File: src/rtl/ram_port_arb.sv
// ram_port_arb: shares one single-port synchronous RAM between a write
// requester and a read requester. Round-robin arbitration with bounded
// bursts under conflict, zero-latency grants, and a two-stage read return
// path (RAM read data arrives the cycle after the access and is captured).
//
// Optional feature macro: RAM_PORT_ARB_BURST_EN
//   defined   : up to BURST_LEN consecutive grants to one side under conflict
//   undefined : BURST_LEN is ignored; conflicting grants strictly alternate
module ram_port_arb #(
    parameter int RAM_SIZE   = 1024,
    parameter int DATA_WIDTH = 8,
    parameter int BURST_LEN  = 4,
    localparam int AW        = (RAM_SIZE > 1) ? $clog2(RAM_SIZE) : 1
) (
    input  logic                  clk_i,
    input  logic                  rstn_i,
    input  logic                  wr_req_i,
    input  logic [AW-1:0]         wr_addr_i,
    input  logic [DATA_WIDTH-1:0] wr_data_i,
    output logic                  wr_gnt_o,
    input  logic                  rd_req_i,
    input  logic [AW-1:0]         rd_addr_i,
    output logic                  rd_gnt_o,
    output logic [DATA_WIDTH-1:0] rd_data_o,
    output logic                  rd_valid_o,
    output logic                  ram_clke_o,
    output logic                  ram_we_o,
    output logic [AW-1:0]         ram_addr_o,
    output logic [DATA_WIDTH-1:0] ram_wdata_o,
    input  logic [DATA_WIDTH-1:0] ram_rdata_i,
    output logic                  busy_o
);

`ifdef RAM_PORT_ARB_BURST_EN
    localparam int EFF_BURST = (BURST_LEN < 1) ? 1 : BURST_LEN;
`else
    // A burst limit of one turns the round-robin into strict alternation.
    localparam int EFF_BURST = 1;
`endif
    localparam int CW = $clog2(EFF_BURST + 1);
    localparam logic [CW-1:0] BURST_MAX = CW'(EFF_BURST);

    // Arbitration state: current owner (0 = write, 1 = read) and burst count.
    logic          r_owner;
    logic [CW-1:0] r_cnt;
    logic          w_owner_nxt;
    logic [CW-1:0] w_cnt_nxt;

    // Read return pipeline.
    logic                  r_rd_p1;
    logic                  r_rd_valid;
    logic [DATA_WIDTH-1:0] r_rd_data;

    logic w_wr_gnt;
    logic w_rd_gnt;
    logic w_gnt_any;
    logic w_gnt_owner;

    // Grant selection; grants are forced low while reset is asserted.
    always_comb begin
        w_wr_gnt = 1'b0;
        w_rd_gnt = 1'b0;
        if (!rstn_i) begin
            w_wr_gnt = 1'b0;
            w_rd_gnt = 1'b0;
        end else if (wr_req_i && rd_req_i) begin
            if (r_cnt < BURST_MAX) begin
                w_wr_gnt = ~r_owner;
                w_rd_gnt =  r_owner;
            end else begin
                w_wr_gnt =  r_owner;
                w_rd_gnt = ~r_owner;
            end
        end else begin
            w_wr_gnt = wr_req_i;
            w_rd_gnt = rd_req_i;
        end
    end

    assign w_gnt_any   = w_wr_gnt | w_rd_gnt;
    assign w_gnt_owner = r_owner ? w_rd_gnt : w_wr_gnt;

    // Next owner/burst count: extend the burst, hand over, or idle-clear.
    always_comb begin
        w_owner_nxt = r_owner;
        w_cnt_nxt   = r_cnt;
        if (!w_gnt_any) begin
            w_cnt_nxt = {CW{1'b0}};
        end else if (w_gnt_owner) begin
            if (r_cnt < BURST_MAX) begin
                w_cnt_nxt = r_cnt + CW'(1);
            end else begin
                w_cnt_nxt = r_cnt;
            end
        end else begin
            w_owner_nxt = w_rd_gnt;
            w_cnt_nxt   = CW'(1);
        end
    end

    // Arbitration state register.
    always_ff @(posedge clk_i or negedge rstn_i) begin
        if (!rstn_i) begin
            r_owner <= 1'b0;
            r_cnt   <= {CW{1'b0}};
        end else begin
            r_owner <= w_owner_nxt;
            r_cnt   <= w_cnt_nxt;
        end
    end

    // Read pipeline: flag the access cycle, then capture RAM data a cycle later.
    always_ff @(posedge clk_i or negedge rstn_i) begin
        if (!rstn_i) begin
            r_rd_p1    <= 1'b0;
            r_rd_valid <= 1'b0;
            r_rd_data  <= {DATA_WIDTH{1'b0}};
        end else begin
            r_rd_p1    <= w_rd_gnt;
            r_rd_valid <= r_rd_p1;
            if (r_rd_p1) begin
                r_rd_data <= ram_rdata_i;
            end else begin
                r_rd_data <= r_rd_data;
            end
        end
    end

    assign wr_gnt_o    = w_wr_gnt;
    assign rd_gnt_o    = w_rd_gnt;
    assign ram_clke_o  = w_gnt_any;
    assign ram_we_o    = w_wr_gnt;
    assign ram_addr_o  = w_wr_gnt ? wr_addr_i : rd_addr_i;
    assign ram_wdata_o = wr_data_i;
    assign rd_data_o   = r_rd_data;
    assign rd_valid_o  = r_rd_valid;
    assign busy_o      = r_rd_p1 | r_rd_valid;

endmodule

File: config.mk
export PLATFORM = sky130hd
export DESIGN_NAME = ram_port_arb
export DESIGN_NICKNAME = d
export VERILOG_FILES = /design/src/rtl/ram_port_arb.sv
export SDC_FILE = /design/constraint.sdc
export NUM_CORES = 1
export LEC_CHECK = 0
export ABC_AREA = 0
export CAP_MARGIN = 20
export CORE_ASPECT_RATIO = 0.9
export CORE_MARGIN = 2
export CORE_UTILIZATION = 30
export DETAILED_ROUTE_END_ITERATION = 7
export PLACE_DENSITY = 0.83
export REMOVE_ABC_BUFFERS = 1
export SLEW_MARGIN = 20
export SYNTH_ARGS = -nofsm -noshare
export SYNTH_HDL_FRONTEND = slang
export SYNTH_SLANG_ARGS = --single-unit
File: constraint.sdc
create_clock -name clk_i -period 2.5 [get_ports clk_i]
set_input_delay 0.25 -clock clk_i [delete_from_list [all_inputs] [get_ports clk_i]]
set_output_delay 0.25 -clock clk_i [all_outputs]
set_load 0.01 [all_outputs]
==> flow_summary.ini, run 1 <==
[sta]
period_minus_slack_ps = 2360
fin_tns_setup_ps = 0
grt_setup_unrepaired = no
max_freq_mhz = 423
min_period_over_period = 0.946
skew_ps = 1.48
fin_ws_ps = 135
hold_viol_final = 0
tightest_slew_ps = 362
slew_headroom = 0.758
slew_violations = 0
setup_violations = 0

[synthesis]
synth_edf_count = 0
synth_ff_type = dfrtp_1
async_flop_share = 1.00
synthAdderAreaFrac = 0
synth_top_family_by_area = multiplexers
synthTopCellsByArea = dfrtp_1, mux2_4, mux2_2
synth_compound_area_frac = 0.0681
synth_seq_area_share = 0.430
synth_top_area_share = 0.430
synth_common_cells = dfrtp_1, buf_4, mux2_2, mux2_4
synthCells = 54
yosysWarnings = 0
synthSimpleGateAreaFrac = 0.0269
synth_top_area_cell = dfrtp_1
ys_types = 17
syn_area_um2 = 698
muxShareOfSynthArea = 0.339
synth.avg_cell_area_um2 = 12.9
yosys_register_bits = 12
synthMostInstantiatedCell = dfrtp_1
synth-xor-area-share = 0.0125

[worst_setup_path]
critPathBufInv = 2
r2r_start = r_rd_p1
cp.required_ps = 2250
cp_max_fo = 12
cp_data_arrival_time_ps = 2110
worstSetupPathType = flip-flop to primary output
max_stage_delay_ps = 480
reg2reg_to = rd_data_o[3]
end_kind = primary output
crit_path_start_kind = flip-flop
path_cells = xor2_1, a21oi_1, buf_6, mux2_2, clkdlybuf4s50_1
r2r_cells = 1
critPathTopFamily = buffers and inverters
r2r_slack_ps = 1440
cp_slowest_cell = clkdlybuf4s50_1
path_depth = 5

[cells_and_area]
fillers = 193
layout-drive-gt1-share = 0.255
finalNetCount = 147
antenna_cells = 0
finalNonFillerCells = 133
design_area_mm2 = 0.00127
areaGrowthSynthToFinish_pct = 81.9

[die]
dieArea_mm2 = 0.00273
die_h_um = 49.8
design.core.area_mm2 = 0.00218
ios = 72
fp-row-count = 16
dieWidth_um = 54.9
initial_utilization = 0.320

[worst_hold_path]
hold_class = input port to asynchronous set/reset pin

[clocking]
cts-buffers-inserted = 3
cts_root_buf = clkbuf_4
cts_buffer_depth = 2
clk_latency_ps = 260
cts_tree = done
htreeDepth = 1
clock_sinks = 12
cts_hold_buf = 0
path_clk_slew_ps = 70

[power_and_ir_drop]
leakagePower_nw = 0.541
power_mw = 0.659
p_per_area_mw_per_mm2 = 519
ir_worst_vdd_mv = 0.503

[drt]
remaining_drc_errors = 0
vias_per_cell = 4.42
wl_um = 1770
num_vias = 588
wl_per_cell_um = 13.3
ant_nets = 0
drtIter0Drc = 5
drtPass1Iterations = 4

[global_route]
grt_pass1_wl_um = 2770
grt_max_degree = 18
grt_use_total = 0.145
grt-ovfl-total = 0
grt_pass1_vias = 624
antenna_found_initial = 0

[placed_design]
place_inst = 129
routabilityCongestion = 0.662
hpwl_um = 1500
preCtsSetupSlack_ps = 223
place_area_mm2 = 0.00123
io_buffer_count = 55

[run]
maxCapViolations = 0

[outcome]
status = complete, no violations
## state kept, by name (all words and copies together) (netlist names)
| signal | flops |
|---|---|
| r_cnt | 1 |
| r_owner | 1 |
| r_rd_p1 | 1 |
| rd_data_o | 8 |
| rd_valid_o | 1 |
## metal layers
layer	vias up	wire (um)	global-route usage
li1	286	-	-
met1	269	638	0.147
met2	31	976	0.246
met3	2	146	0.0848
met4	0	9	0.0333
met5	-	0	0
## how the worst max path moves through the flow
| stage | from | end |
|---|---|---|
| final | r_owner | ram_addr_o[2] |
| after detailed placement | rstn_i | ram_addr_o[2] |
| after global placement | rstn_i | ram_addr_o[2] |
| after CTS | r_owner | ram_addr_o[2] |
| after floorplan | r_owner | ram_addr_o[2] |
| after global routing | r_owner | ram_addr_o[2] |
## layout make-up
class	instances	area (um^2)	share of cell area
tap	27	33.8	0.0266
multi-input combinational	30	312	0.245
clock buffer	4	36.3	0.0286
inverter	1	3.75	0.00296
timing repair buffer	59	584	0.460
sequential	12	300	0.236
## cells in the final DEF, fill, tap and decap left out
cell	n
dfrtp_1	12
mux2_2	9
clkbuf_4	3
o211a_1	1
nor2_1	1
a21oi_1	2
buf_6	1
clkdlybuf4s50_1	55
o21a_1	2
or2_2	1
buf_4	3
a211oi_1	1
clkbuf_8	1
nand2_1	1
xor2_1	1
nand3_1	1
o21ai_0	1
mux2_4	9
inv_1	1
## report_power, final
| group | switching [mW] | total, mW | leakage, nW | internal (mW) |
|---|---|---|---|---|
| Sequential | 0.0212 | 0.250 | 0.145 | 0.229 |
| Clock | 0.0572 | 0.146 | 0.0210 | 0.0884 |
| Combinational | 0.0818 | 0.264 | 0.375 | 0.182 |
## repair_timing
action	in CTS	in global routing
setup endpoints to repair	0	1
buffers inserted	0	0
resized for setup	0	1
## stage by stage
step	util	hold slack, ps
6_report	0.582	365
3_5_place_dp	0.564	496
4_1_cts	0.580	359
2_1_floorplan	-	-45.6
3_3_place_gp	0.564	489
5_1_grt	0.582	378
## logic make-up after synthesis
kind of cell,after synthesis
multiplexers,18
flip-flops,12
buffers and inverters,12
AO/OA/AOI/OAI,7
AND/OR/NAND/NOR,4
XOR/XNOR,1
Power figures use the tool's default switching activity.
==> run 2: changes to the inputs <==
- ABC_CLOCK_PERIOD_IN_PS: not set -> 2500
==> results of run 2 <==
No change in the layout: final DEF, timing and power equal those of run 1.
